## config.mk

```make
export PLATFORM = sky130hd
export DESIGN_NAME = fpu_operand_align
export DESIGN_NICKNAME = d
export VERILOG_FILES = /design/src/rtl/fpu_operand_align.sv
export SDC_FILE = /design/constraint.sdc
export NUM_CORES = 1
export LEC_CHECK = 0
export CAP_MARGIN = 20
export CORE_AREA = 2 2 147 135
export CTS_BUF_LIST = sky130_fd_sc_hd__clkbuf_8
export CTS_CLUSTER_SIZE = 14
export DETAILED_ROUTE_END_ITERATION = 8
export DIE_AREA = 0 0 149 137
export GPL_TIMING_DRIVEN = 0
export HOLD_SLACK_MARGIN = 0.1
export PLACE_DENSITY_LB_ADDON = 0.05
export SYNTH_ARGS = -nofsm -noshare
export SYNTH_HDL_FRONTEND = slang
export SYNTH_SLANG_ARGS = --single-unit
```

## constraint.sdc

```tcl
create_clock -name clock -period 6.3 [get_ports clock]
set_input_delay 1.26 -clock clock [delete_from_list [all_inputs] [get_ports clock]]
set_output_delay 1.26 -clock clock [all_outputs]
set_load 0.01 [all_outputs]
```

## src/rtl/fpu_operand_align.sv

```systemverilog
// fpu_operand_align: classifies an FP operand pair, orders it by magnitude and
// right-aligns the smaller mantissa, or resolves the special case, for the adder.
module fpu_operand_align #(
   parameter int SHIFT_STEP = 4,
   parameter int MAX_SHIFT  = 28
) (
   input  logic        clock,
   input  logic        reset,
   input  logic        in_valid,
   output logic        in_ready,
   input  logic [31:0] op_A_in,
   input  logic [31:0] op_B_in,
   output logic        out_valid,
   input  logic        out_ready,
   output logic [27:0] mant_big,
   output logic [27:0] mant_small,
   output logic        sticky,
   output logic [5:0]  exp_out,
   output logic        sign_big,
   output logic        eff_sub,
   output logic        swapped,
   output logic        special,
   output logic [31:0] special_result,
   output logic [3:0]  status_out
);

   localparam logic [1:0] S_IDLE     = 2'd0;
   localparam logic [1:0] S_CLASSIFY = 2'd1;
   localparam logic [1:0] S_ALIGN    = 2'd2;
   localparam logic [1:0] S_HOLD     = 2'd3;

   localparam logic [4:0]  STEP = 5'(SHIFT_STEP);
   localparam logic [5:0]  DMAX = 6'(MAX_SHIFT);
   localparam logic [31:0] QNAN = 32'h7FFF_FFFF;

   logic [1:0]  state_q, state_d;
   logic [31:0] opa_q, opa_d;
   logic [31:0] opb_q, opb_d;
   logic [27:0] mbig_q, mbig_d;
   logic [27:0] msml_q, msml_d;
   logic        stk_q, stk_d;
   logic [5:0]  exp_q, exp_d;
   logic        sgn_q, sgn_d;
   logic        esub_q, esub_d;
   logic        swp_q, swp_d;
   logic        spc_q, spc_d;
   logic [31:0] sres_q, sres_d;
   logic [3:0]  stat_q, stat_d;
   logic [4:0]  rem_q, rem_d;

   logic        sa, sb;
   logic [5:0]  ea, eb;
   logic [24:0] ma, mb;
   logic        a_zero, a_inf, a_nan;
   logic        b_zero, b_inf, b_nan;
   logic        b_gt;
   logic [27:0] ext_a, ext_b;
   logic [5:0]  e_big, e_sml, d_raw, d_clp;
   logic [4:0]  s;
   logic [27:0] out_mask;

   assign {sa, ea, ma} = opa_q;
   assign {sb, eb, mb} = opb_q;

   assign a_zero = (ea == 6'd0);
   assign b_zero = (eb == 6'd0);
   assign a_inf  = (&ea) && (ma == 25'd0);
   assign b_inf  = (&eb) && (mb == 25'd0);
   assign a_nan  = (&ea) && (ma != 25'd0);
   assign b_nan  = (&eb) && (mb != 25'd0);

   // exponent sits above mantissa, so one unsigned compare orders magnitudes
   assign b_gt  = opb_q[30:0] > opa_q[30:0];
   assign ext_a = {1'b1, ma, 2'b00};
   assign ext_b = {1'b1, mb, 2'b00};
   assign e_big = b_gt ? eb : ea;
   assign e_sml = b_gt ? ea : eb;
   assign d_raw = e_big - e_sml;
   assign d_clp = (d_raw > DMAX) ? DMAX : d_raw;

   assign s        = (rem_q > STEP) ? STEP : rem_q;
   assign out_mask = ~(28'hFFF_FFFF << s);

   always_comb begin
      state_d = state_q;
      opa_d   = opa_q;
      opb_d   = opb_q;
      mbig_d  = mbig_q;
      msml_d  = msml_q;
      stk_d   = stk_q;
      exp_d   = exp_q;
      sgn_d   = sgn_q;
      esub_d  = esub_q;
      swp_d   = swp_q;
      spc_d   = spc_q;
      sres_d  = sres_q;
      stat_d  = stat_q;
      rem_d   = rem_q;
      unique case (state_q)
         S_IDLE: begin
            if (in_valid) begin
               opa_d   = op_A_in;
               opb_d   = op_B_in;
               state_d = S_CLASSIFY;
            end
         end
         S_CLASSIFY: begin
            esub_d  = sa ^ sb;
            mbig_d  = 28'd0;
            msml_d  = 28'd0;
            stk_d   = 1'b0;
            exp_d   = 6'd0;
            sgn_d   = 1'b0;
            swp_d   = 1'b0;
            spc_d   = 1'b1;
            sres_d  = 32'd0;
            stat_d  = 4'd0;
            rem_d   = 5'd0;
            state_d = S_HOLD;
            if (a_nan || b_nan) begin
               sres_d = QNAN;
               stat_d = 4'b1001;
            end else if (a_inf && b_inf && (sa != sb)) begin
               sres_d = QNAN;
               stat_d = 4'b0001;
            end else if (a_inf || b_inf) begin
               sres_d = a_inf ? opa_q : opb_q;
               stat_d = 4'b0010;
            end else if (a_zero && b_zero) begin
               sres_d = {sa & sb, 31'd0};
               stat_d = 4'b0100;
            end else if (a_zero) begin
               sres_d = opb_q;
            end else if (b_zero) begin
               sres_d = opa_q;
            end else begin
               spc_d  = 1'b0;
               swp_d  = b_gt;
               sgn_d  = b_gt ? sb : sa;
               exp_d  = e_big;
               mbig_d = b_gt ? ext_b : ext_a;
               msml_d = b_gt ? ext_a : ext_b;
               rem_d  = d_clp[4:0];
               if (d_clp != 6'd0) state_d = S_ALIGN;
            end
         end
         S_ALIGN: begin
            msml_d = msml_q >> s;
            stk_d  = stk_q | (|(msml_q & out_mask));
            rem_d  = rem_q - s;
            if (rem_q == s) state_d = S_HOLD;
         end
         S_HOLD: begin
            if (out_ready) state_d = S_IDLE;
         end
         default: state_d = S_IDLE;
      endcase
   end

   always_ff @(posedge clock) begin
      if (reset) begin
         state_q <= S_IDLE;
         opa_q   <= 32'd0;
         opb_q   <= 32'd0;
         mbig_q  <= 28'd0;
         msml_q  <= 28'd0;
         stk_q   <= 1'b0;
         exp_q   <= 6'd0;
         sgn_q   <= 1'b0;
         esub_q  <= 1'b0;
         swp_q   <= 1'b0;
         spc_q   <= 1'b0;
         sres_q  <= 32'd0;
         stat_q  <= 4'd0;
         rem_q   <= 5'd0;
      end else begin
         state_q <= state_d;
         opa_q   <= opa_d;
         opb_q   <= opb_d;
         mbig_q  <= mbig_d;
         msml_q  <= msml_d;
         stk_q   <= stk_d;
         exp_q   <= exp_d;
         sgn_q   <= sgn_d;
         esub_q  <= esub_d;
         swp_q   <= swp_d;
         spc_q   <= spc_d;
         sres_q  <= sres_d;
         stat_q  <= stat_d;
         rem_q   <= rem_d;
      end
   end

   assign in_ready       = (state_q == S_IDLE);
   assign out_valid      = (state_q == S_HOLD);
   assign mant_big       = mbig_q;
   assign mant_small     = msml_q;
   assign sticky         = stk_q;
   assign exp_out        = exp_q;
   assign sign_big       = sgn_q;
   assign eff_sub        = esub_q;
   assign swapped        = swp_q;
   assign special        = spc_q;
   assign special_result = sres_q;
   assign status_out     = stat_q;

endmodule

```

* Word-level counts from Yosys, hierarchy flattened *
Cells that the tools add are included.

storage, ports and cells
  flip-flop bits (word level) = 174
  input bits = 68
  output and inout port bits = 105
  logic and storage cells = 131

operators by class
  $add $sub $neg = 2
  order comparisons = 3
  equal/unequal tests = 8
  shift-type cells = 2
  muxes and demuxes = 74
  bitwise operators = 5
  reduce and logical (&&, ||, !) cells = 23

operators with widths
  cell                                                                   number
  28-bit 2-to-1 mux                                                      12
  32-bit 2-to-1 mux                                                      7
  28-bit one-hot mux with 2 select lines                                 1
  27-bit 2-to-1 mux                                                      2
  6-bit 2-to-1 mux                                                       9
  25-bit logical NOT                                                     2
  25-bit nonzero test                                                    2
  5-bit 2-to-1 mux                                                       7
  31-bit > comparator                                                    1
  28-bit AND                                                             1
  28-bit NOT                                                             1
  28-bit OR reduction                                                    1
  28-bit by 5-bit << shifter with 28-bit output (first input constant)   1
  28-bit by 5-bit >> shifter with 28-bit output                          1
  1-bit 2-to-1 mux                                                       26
  6-bit logical NOT                                                      2
  6-bit AND reduction                                                    2
  5-bit one-hot mux with 2 select lines                                  1
  3-bit 2-to-1 mux                                                       3
  2-bit one-hot mux with 4 select lines                                  1
  1-bit logical AND                                                      7
  6-bit by 5-bit > comparator with 1-bit output (second input constant)  1
  2-bit 2-to-1 mux                                                       3
  6-bit nonzero test                                                     1
  19 further kinds                                                       22

* Longest topological paths before layout *
Gate-level depths: netlist of run 1.

  word-level depth = 14
  mapped depth = 19
  depth with buffers taken out = 16

* Worst setup path after synthesis of run 1 *
No wires, ideal clock.

  path type = reg-to-reg
  from = reg opa_q[28]
  to = reg state_q[0]
  setup time = 0.087 ns
  arrival = 4.295 ns
  setup slack = 1.918 ns
  cell stages (with the launch flop) = 18
  buffers on the path = 3
  period minus slack after synthesis = 4.382 ns
  path through = dfxtp_1 -> inv_1 -> ha_1 -> buf_2 -> a21oi_1 -> o21ai_0 -> nor4_2 -> nand4_1 -> nand2_1 -> clkbuf_1 -> buf_1 -> a21oi_1 -> ha_1 -> or4_4 -> a32oi_1 -> xnor2_1 -> or4_1 -> o31ai_1

between the ends
  cells in the longest elaborated chain, start to end = 14

RTL lines
  item                                           line    RTL
  from (decl)                                    37      logic [31:0] opa_q, opa_d;
  from (signal assigned)                         178     opa_q <= opa_d;
  31-bit > comparator                            73      assign b_gt = opb_q[30:0] > opa_q[30:0];
  6-bit 2-to-1 mux (on tied branches)            76, 77
  6-bit subtractor                               78      assign d_raw = e_big - e_sml;
  6-bit by 5-bit > comparator with 1-bit output  79      assign d_clp = (d_raw > DMAX) ? DMAX : d_raw;
  6-bit 2-to-1 mux                               79
  6-bit nonzero test                             144     if (d_clp != 6'd0) state_d = S_ALIGN;
  1-bit 2-to-1 mux                               144
  1-bit 2-to-1 mux                               134     end else if (b_zero) begin
  1-bit 2-to-1 mux                               132     end else if (a_zero) begin
  1-bit 2-to-1 mux                               129     end else if (a_zero && b_zero) begin
  1-bit 2-to-1 mux                               126     end else if (a_inf || b_inf) begin
  1-bit 2-to-1 mux                               123     end else if (a_inf && b_inf && (sa != sb)) begin
  1-bit 2-to-1 mux (*)                           120     if (a_nan || b_nan) begin
  2-bit one-hot mux with 4 select lines (*)      99      unique case (state_q)
  to (signal assigned)                           177     state_q <= state_d;
  to (decl)                                      36      logic [1:0] state_q, state_d;

Mark *: on every way between the ends. The rest lies on a longest branch, timed or not.
A chain may end at the register's enable or synchronous reset.

* Worst setup path in the final report of run 1 *
Same ends and word-level chain as after synthesis.

==> results of run 1 <==
[per-stage QoR]
stage | area (um2) | utilization [%] | std cells
5_1_grt | 11900 | 63.3 | 1696
2_1_floorplan | 9520 | - | 1244
4_1_cts | 11900 | 63.3 | 1696
3_5_place_dp | 11500 | 61.2 | 1664
3_3_place_gp | 11500 | 61.1 | 1663
6_report | 11900 | 63.3 | 1696
[power by group through the flow]
stage	logic [mW]	registers (mW)	clock network, mW
2_1_floorplan	2.13	1.60	0
3_3_place_gp	3.21	1.64	0
3_5_place_dp	3.25	1.64	0
4_1_cts	3.27	1.62	0.802
5_1_grt	3.61	1.65	0.844
6_report	3.32	1.63	0.805
[how the worst min path moves through the flow]
| stage | start | end | slack (ps) | cells after the start |
|---|---|---|---|---|
| finish | mant_big[27]$_SDFFE_PP0P_ | mant_big[27]$_SDFFE_PP0P_ | 480 | 2 |
| global route | status_out[2]$_SDFFE_PP0P_ | status_out[2]$_SDFFE_PP0P_ | 490 | 2 |
| global placement | mant_big[27]$_SDFFE_PP0P_ | mant_big[27]$_SDFFE_PP0P_ | 450 | 2 |
| CTS | mant_big[27]$_SDFFE_PP0P_ | mant_big[27]$_SDFFE_PP0P_ | 480 | 2 |
| floorplan | opa_q[31]$_SDFFE_PP0P_ | opa_q[31]$_SDFFE_PP0P_ | 460 | 2 |
| detailed placement | status_out[2]$_SDFFE_PP0P_ | status_out[2]$_SDFFE_PP0P_ | 460 | 2 |
[cell families (layout without fill, tap and decap cells)]
group	after synthesis	count (layout)	share of synthesized area, %
AO/OA/AOI/OAI	331	331	21.4
XOR/XNOR	3	3	0.276
adder cells (fa/ha/maj)	38	38	5.00
buffers and inverters	137	339	5.61
flip-flops	172	172	36.2
multiplexers	97	97	10.5
other	2	3	0.0789
AND/OR/NAND/NOR	463	463	21.0
[worst max-delay path, stage by stage (launching register included)]
cell	delay, ps
dfxtp_1	550
inv_1	190
ha_1	320
buf_2	180
a21oi_1	140
o21ai_0	120
nor4_2	500
nand4_1	240
nand2_1	160
clkbuf_1	470
buf_1	570
a21oi_1	200
ha_1	270
or4_4	530
a32oi_1	250
xnor2_1	150
or4_1	540
o31ai_1	190
[metal layers]
| metal | track usage, % | part of all wire (%) | vias up |
|---|---|---|---|
| met4 | 9.68 | 2.6 | 0 |
| met5 | 0 | 0 | - |
| met3 | 6.00 | 8.7 | 52 |
| li1 | - | - | 4765 |
| met1 | 45.0 | 44 | 4731 |
| met2 | 53.1 | 45 | 521 |
[cell usage in the layout (no fill, tap or decap), types with 6 or more instances in the layout]
cell             synthesis  final
a211oi_1                34     34
a21o_1                   6      6
a21oi_1                155    155
a22oi_1                 30     30
a311oi_1                 7      7
buf_1                   13     13
clkbuf_1                72     72
clkbuf_8                 0     17
clkdlybuf4s50_1          0    169
dfxtp_1                172    172
ha_1                    38     38
inv_1                   44     45
mux2_2                  22     22
mux2i_1                 75     75
nand2_1                185    185
nand2b_1                10     10
nand3_1                 14     14
nand4_1                 10     10
nor2_1                 169    169
nor3_1                  41     41
nor4_1                  11     11
o211ai_1                22     22
o21ai_0                 45     45
[sequential cells by signal (all words and copies together) (netlist names)]
signal	cells
rem_q	5
mant_small	28
swapped	1
sticky	1
state_q	2
eff_sub	1
opa_q	32
special_result	32
opb_q	32
mant_big	26
sign_big	1
status_out	4
exp_out	6
special	1
[final cells by class]
| class | count | area, um2 | area share, % |
|---|---|---|---|
| Clock buffer | 17 | 234 | 1.96 |
| Clock inverter | 15 | 173 | 1.45 |
| Multi-Input combinational cell | 935 | 5540 | 46.4 |
| Sequential cell | 172 | 3440 | 28.8 |
| Timing Repair Buffer | 170 | 1700 | 14.2 |
| Tap cell | 250 | 313 | 2.62 |
| Buffer | 92 | 365 | 3.06 |
| Inverter | 45 | 169 | 1.41 |
==> impl_metrics.yaml, run 1 <==
timing:
  fin_crit_sh_pct: 89.8
  rsz0062_at_grt: "false"
  max_clock_freq_mhz: 177
  finalSetupViolCount: 0
  slew_violations: 0
  setup_slack_ps: 640
  holdWs_ps: 483
  relSlewSlack_pct: 34.0
  hold_viol: 0
  fin_skew_ps: 24.0
  period_minus_slack_ps: 5660
  setup_tns_ps: 0
  tightestPinTransition_ps: 991
floorplan:
  dieArea_mm2: 0.0204
  die_h_um: 137
  num_rows: 48
  start_util_pct: 50.5
  ios: 173
  core-area_mm2: 0.0189
  fp.dieW_um: 149
grt:
  gr-usage-all-layers_pct: 32.9
  antenna_found_initial: 0
  grt_first_pass_wirelength_um: 51500
  grt_pass1_vias: 9238
  grt_max_degree: 20
  grt_overflow_total: 0
hold_path:
  hp-class: "reg -> reg"
clock_tree:
  cts-root-buf: "clkbuf_8"
  cts_sinks: 172
  cts_tree: "yes"
  cts_resized: 0
  clk_latency_ps: 490
  cts_hold_buffers: 0
  path_clk_slew_ps: 120
  cts-htree-levels: 4
  cts_made_buffers: 17
  post-cts-setup-buffers: 0
  clock_path_buffers: 2
layout:
  n_antenna_cell: 0
  area_growth_pct: 25.5
  finalNetCount: 1539
  fillers: 1802
  drive_gt1_share_pct: 4.77
routing:
  vias: 10100
  antenna_left: 0
  post_drt_wl_per_cell_um: 19.9
  drtPass1Iterations: 8
  viasPerCell: 5.94
  drt_iter0_markers: 921
  post-route-drc-count: 0
  routed_wl_um: 33800
synthesis:
  synth_cells: 1243
  synth_cell_type_count: 58
  synth_top_area_cell: "dfxtp_1"
  ys.flop_type: "dfxtp_1"
  synth_most_common_cell: "nand2_1"
  synth_seq_cells: 172
  synth_top_area_share_pct: 36.2
  avgSynthCellArea_um2: 7.66
  yosys_warnings: 0
  synth_edf_count: 0
  synthTopCellsByArea: "dfxtp_1 (36%), a21oi_1 (8.2%), mux2i_1 (7.9%)"
  synth_area_mm2: 0.00952
  async_flop_share_pct: 0
  synth.top_cells.by_count: "nand2_1 (185), dfxtp_1 (172), nor2_1 (169)"
  ys_seq_area_share_pct: 36.2
critical_path:
  crit_end: "state_q[0]$_SDFFE_PP0P_"
  r2r_slack_ps: 640
  cp-start-kind: "flip-flop"
  crit_required_ps: 6710
  endpoint_kind: "flip-flop"
  timing.rr.start: "opa_q[28]$_SDFFE_PP0P_"
  crit_type: "reg -> reg"
  path_max_fanout: 10
  startpoint: "opa_q[28]$_SDFFE_PP0P_"
  cp.arrival_ps: 6070
  rr_endpoint: "state_q[0]$_SDFFE_PP0P_"
  worstRegToRegCells: 17
power_and_ir_drop:
  ir_drop_v: 0.000234
  total_power_mw: 5.76
  p_switching_mw: 2.86
  pwr-share-clk_pct: 14.0
  p_int_mw: 2.90
  pwr-share-comb_pct: 57.7
  swShare_pct: 49.7
  seqPwrFrac_pct: 28.4
  p_leak_nw: 4.36
  power_density_mw_per_mm2: 482
placed_design:
  hpwlAfterDp_um: 25500
  dp_slack_ps: 799
  gp_congestion: 0.969
  portBuffers: 169
job:
  max-cap-violations: 0
run_status:
  outcome: "complete, no violations"
Power figures use the tool's default switching activity.
==> run 2, diff against run 1 <==
Settings changed: GPL_TIMING_DRIVEN 0 to default.
==> run 2 against run 1 <==
Routed wire length fell by 6.1%. Combinational power fell by 4%. Die area did not move.
==> impl_metrics.yaml, run 2 (same netlist as run 1, synthesis figures left out) <==
routing:
  post-route-drc-count: 0
  vias: 9615
  post_drt_wl_per_cell_um: 19.6
  drt_iter0_markers: 816
  viasPerCell: 5.94
  antenna_left: 0
  routed_wl_um: 31700
  drtPass1Iterations: 5
floorplan:
  dieArea_mm2: 0.0204
  fp.dieW_um: 149
  ios: 173
  core-area_mm2: 0.0189
  start_util_pct: 50.5
  die_h_um: 137
  num_rows: 48
layout:
  finalNonFillerCells: 1619
  finalNetCount: 1462
  drive_gt1_share_pct: 6.14
  area_growth_pct: 23.1
  final_cell_mix: "nand2_1 (183), dfxtp_1 (172), clkdlybuf4s50_1 (169)"
  fin_area_mm2: 0.0117
  n_antenna_cell: 0
  final_common_cell: "nand2_1"
  postLayoutCoreUtil_pct: 62.1
grt:
  gr-usage-all-layers_pct: 30.9
  antenna_found_initial: 0
  grt_overflow_total: 0
  grt_first_pass_wirelength_um: 49300
  grt_pass1_vias: 9030
  grt_max_degree: 66
placed_design:
  placed_cell_area_mm2: 0.0113
  gp_congestion: 0.924
  placedCellCount: 1587
  hpwlAfterDp_um: 22300
  portBuffers: 170
critical_path:
  cp_num_buf_inv: 1
  path_max_fanout: 11
  r2r_slack_ps: 1790
  path_depth: 14
  crit_type: "reg -> reg"
  critPathTopFamily: "simple AND/OR/NAND/NOR gates"
  slowest_stage: "a2111oi_1"
  crit_required_ps: 6690
  endpoint_kind: "flip-flop"
  cp-start-kind: "flip-flop"
  cp_slowest_stage_delay_ps: 640
  crit_chain: "inv_1, ha_1, a21oi_1, o21ai_0, a2111oi_1, nand4_1, nand2_2, a21oi_1, ha_1, or4_4, a32oi_1, xnor2_1, or4_1, o31ai_1"
  cp.arrival_ps: 4900
  worstRegToRegCells: 14
timing:
  relSlewSlack_pct: 25.8
  tightestPinTransition_ps: 1110
  rsz0062_at_grt: "false"
  holdWs_ps: 485
  hold_viol: 0
  slew_violations: 0
  fin_crit_sh_pct: 71.6
  period_minus_slack_ps: 4510
  finalSetupViolCount: 0
  fin_skew_ps: 26.8
  max_clock_freq_mhz: 222
  setup_tns_ps: 0
power_and_ir_drop:
  power_density_mw_per_mm2: 481
  p_leak_nw: 4.31
  ir_drop_v: 0.000357
clock_tree:
  clock_path_buffers: 2
  cts-htree-levels: 4
  path_clk_slew_ps: 120
  cts_sinks: 172
  cts_tree: "yes"
  cts_made_buffers: 17
  post-cts-setup-buffers: 0
  cts_resized: 0
  cts-root-buf: "clkbuf_8"
  clk_latency_ps: 500
  cts_hold_buffers: 0
hold_path:
  min_path_cells: 2
  hp-class: "reg -> reg"
job:
  max-cap-violations: 0
run_status:
  outcome: "complete, no violations"
==> run 2: changes by cell type in the layout (fill, tap and decap cells not counted), moves of 2 or more <==
cell / before / now
buf_1: 13 / 0
buf_2: 4 / 0
buf_4: 3 / 16
clkbuf_1: 72 / 0
inv_6: 2 / 4
nand2_1: 185 / 183
nand2_2: 0 / 2
nor3_1: 41 / 39
nor3_2: 0 / 2
==> run 2: area by class of cell <==
| type | count | area (um2) |
|---|---|---|
| clock buffers | 17 | 234 |
| clock inverters | 15 | 178 |
| fillers | 1770 | 7140 |
| inverters | 45 | 169 |
| multi-input cells | 935 | 5570 |
| flip-flops and latches | 172 | 3440 |
| well taps | 250 | 313 |
| repair buffers | 185 | 1810 |
==> run 2: worst paths after layout <==
kind,from,endpoint
worst max-delay path,opa_q[8]$_SDFFE_PP0P_,state_q[0]$_SDFFE_PP0P_
worst min-delay path,status_out[2]$_SDFFE_PP0P_,status_out[2]$_SDFFE_PP0P_
worst max register to register,opa_q[8]$_SDFFE_PP0P_,state_q[0]$_SDFFE_PP0P_
worst min register to register,status_out[2]$_SDFFE_PP0P_,status_out[2]$_SDFFE_PP0P_
==> run 2: routing by layer <==
| layer | vias to the layer above | global-route usage, % | share of wire, % |
|---|---|---|---|
| li1 | 4612 | - | - |
| met2 | 378 | 46.9 | 44 |
| met4 | 0 | 8.62 | 1.8 |
| met1 | 4588 | 45.1 | 47 |
| met3 | 37 | 5.47 | 8.0 |
| met5 | - | 0 | 0 |
==> run 2: through the flow <==
step / worst slack (ps) / total power, mW
floorplan: 1920 / 3.72
global placement: 2120 / 4.75
detailed placement: 1890 / 4.76
CTS: 1850 / 5.59
global route: 1580 / 5.99
finish: 1790 / 5.63
==> run 2: power by group <==
part           total, mW  leakage (nW)  internal [mW]  switching (mW)
Clock              0.823         0.211          0.335           0.487
Sequential          1.62          1.41           1.33           0.287
Combinational       3.19          2.69           1.20            1.99
==> run 2: worst register-to-register path: stages, from the launching register on <==
cell and delay (ps):
dfxtp_1 410, inv_1 80, ha_1 310, a21oi_1 180, o21ai_0 130, a2111oi_1 640
nand4_1 290, nand2_2 340, a21oi_1 130, ha_1 230, or4_4 540, a32oi_1 240
xnor2_1 140, or4_1 540, o31ai_1 210
==> run 3, diff against run 2 <==
Settings changed: CORE_AREA 2 2 147 135 to 2 2 149 136, DIE_AREA 0 0 149 137 to 0 0 151 138.
Clock period 6.3 ns to 3.8 ns, I/O delays scaled along.
==> run 3 against run 2 <==
Clock power is 69% higher. Largest cell class unchanged. Routed wire length is 2.4% higher. Design area up 6.2%. Combinational power grew 85%. Register-to-register slack worse by 1600 ps. Count of clock-buffer cells in the layout stayed put. Utilization grew 1.7 points. Hold slack worse by 0.67 ps. Largest power group unchanged.
==> impl_metrics.yaml, run 3 (same netlist as run 1, synthesis figures left out) <==
power_and_ir_drop:
  power_density_mw_per_mm2: 792
  pwr-share-clk_pct: 14.1
  ir_drop_v: 0.000548
  p_leak_nw: 4.68
  p_switching_mw: 4.67
  pwr-share-comb_pct: 59.9
  seqPwrFrac_pct: 26.0
  p_int_mw: 5.19
  swShare_pct: 47.4
  total_power_mw: 9.86
critical_path:
  cp_num_buf_inv: 1
  cp-start-kind: "flip-flop"
  critPathTopFamily: "simple AND/OR/NAND/NOR gates"
  crit_required_ps: 4210
  cp.arrival_ps: 4060
  crit_chain: "inv_1, ha_4, nand4_4, nor4_4, o311ai_2, nand4_1, nand2_2, nor2_1, a21oi_1, ha_2, or4_4, and2_4, xor2_2, or4_4, o31ai_2"
  cp_slowest_stage_delay_ps: 530
  slowest_stage: "or4_4"
  path_common_cell: "or4_4"
  path_max_fanout: 4
  crit_type: "reg -> reg"
  endpoint_kind: "flip-flop"
grt:
  grt_overflow_total: 0
  grt_first_pass_wirelength_um: 50500
  grt_max_degree: 104
  grt_pass1_vias: 9211
  gr-usage-all-layers_pct: 30.8
  antenna_found_initial: 0
timing:
  fin_skew_ps: 13.6
  max_clock_freq_mhz: 274
  slew_violations: 0
  holdWs_ps: 484
  finalSetupViolCount: 0
  tightestPinTransition_ps: 807
  relSlewSlack_pct: 46.2
  hold_viol: 0
  period_minus_slack_ps: 3650
  fin_crit_sh_pct: 96.1
run_status:
  outcome: "complete, no violations"
layout:
  finalNetCount: 1526
  fillers: 1768
  postLayoutCoreUtil_pct: 63.8
  n_antenna_cell: 0
  finalNonFillerCells: 1688
  final_common_cell: "nand2_1"
  drive_gt1_share_pct: 12.7
  area_growth_pct: 30.8
  final_cell_mix: "nand2_1 (181), clkdlybuf4s50_1 (169), nor2_1 (168)"
routing:
  drt_iter0_markers: 890
  post_drt_wl_per_cell_um: 19.2
  antenna_left: 0
  routed_wl_um: 32500
  post-route-drc-count: 0
  viasPerCell: 5.84
  drtPass1Iterations: 5
  vias: 9850
clock_tree:
  cts-htree-levels: 4
  cts_tree: "yes"
  cts_made_buffers: 17
  cts-root-buf: "clkbuf_8"
  clock_path_buffers: 2
  path_clk_slew_ps: 110
  clk_latency_ps: 490
  cts_sinks: 172
  cts_hold_buffers: 0
floorplan:
  dieArea_mm2: 0.0208
  core-area_mm2: 0.0195
  ios: 173
  start_util_pct: 48.8
  die_h_um: 138
  num_rows: 49
  fp.dieW_um: 151
job:
  max-cap-violations: 0
placed_design:
  hpwlAfterDp_um: 23100
  portBuffers: 170
  placedCellCount: 1651
  gp_congestion: 0.897
hold_path:
  hp-class: "reg -> reg"
## run 3: cell count changes in the layout (fill, tap and decap cells not counted), sizes merged
cell      change
bufinv        +1
buf          +64
clkinvlp      +3
clkinv        -4
## run 3: layout make-up
| class | instances | area [um2] | share of cell area, % |
|---|---|---|---|
| Clock buffer | 17 | 234 | 1.88 |
| Clock inverter | 15 | 183 | 1.47 |
| Tap cell | 255 | 319 | 2.56 |
| Timing Repair Buffer | 249 | 2330 | 18.7 |
| Inverter | 45 | 169 | 1.36 |
| Sequential cell | 172 | 3460 | 27.8 |
| Multi-Input combinational cell | 935 | 5750 | 46.2 |
## run 3: final timing paths
kind                            slack (ps)                       start                    endpoint  depth (start not counted)
worst min-delay path                   480  status_out[2]$_SDFFE_PP0P_  status_out[2]$_SDFFE_PP0P_                          2
worst max-delay path                   150      opa_q[20]$_SDFFE_PP0P_     state_q[0]$_SDFFE_PP0P_                         15
worst max register to register         150      opa_q[20]$_SDFFE_PP0P_     state_q[0]$_SDFFE_PP0P_                         15
worst min register to register         480  status_out[2]$_SDFFE_PP0P_  status_out[2]$_SDFFE_PP0P_                          2
## run 3: per-stage QoR
step                cell area (um2)  setup slack [ps]  setup TNS, ps
global route                  12400             -23.6          -23.6
detailed placement            11800              17.9              0
CTS                           12300              37.1              0
finish                        12400               149              0
global placement              11800               123              0
floorplan                      9600              17.0              0
## run 3: per-layer routing
layer | part of all wire (%) | vias to the layer above | track usage, %
met2 | 43 | 435 | 43.5
li1 | - | 4724 | -
met3 | 8.7 | 41 | 7.19
met4 | 1.5 | 0 | 7.67
met5 | 0 | - | 0
met1 | 47 | 4650 | 47.0
## run 3: power groups by stage
stage                     logic (mW)  clock network (mW)  registers [mW]
final                           5.91                1.39            2.56
after detailed placement        5.65                   0            2.58
after global placement          5.65                   0            2.57
after CTS                       5.70                1.41            2.55
after floorplan                 3.61                   0            2.65
after global routing            6.43                1.47            2.61
## run 3: tightest hold or removal path: stages, from the launching register on
cell and delay [ps]:
dfxtp_1 330, nand2_1 60, a21oi_1 60
## run 3: timing repair
item / in CTS / in global routing
buffers inserted: 1 / 4
cloned: 0 / 0
endpoints found under the hold margin: 0 / 0
resized for setup: 2 / 26
pin swaps: 2 / 13
endpoints found under the setup margin: 1 / 4
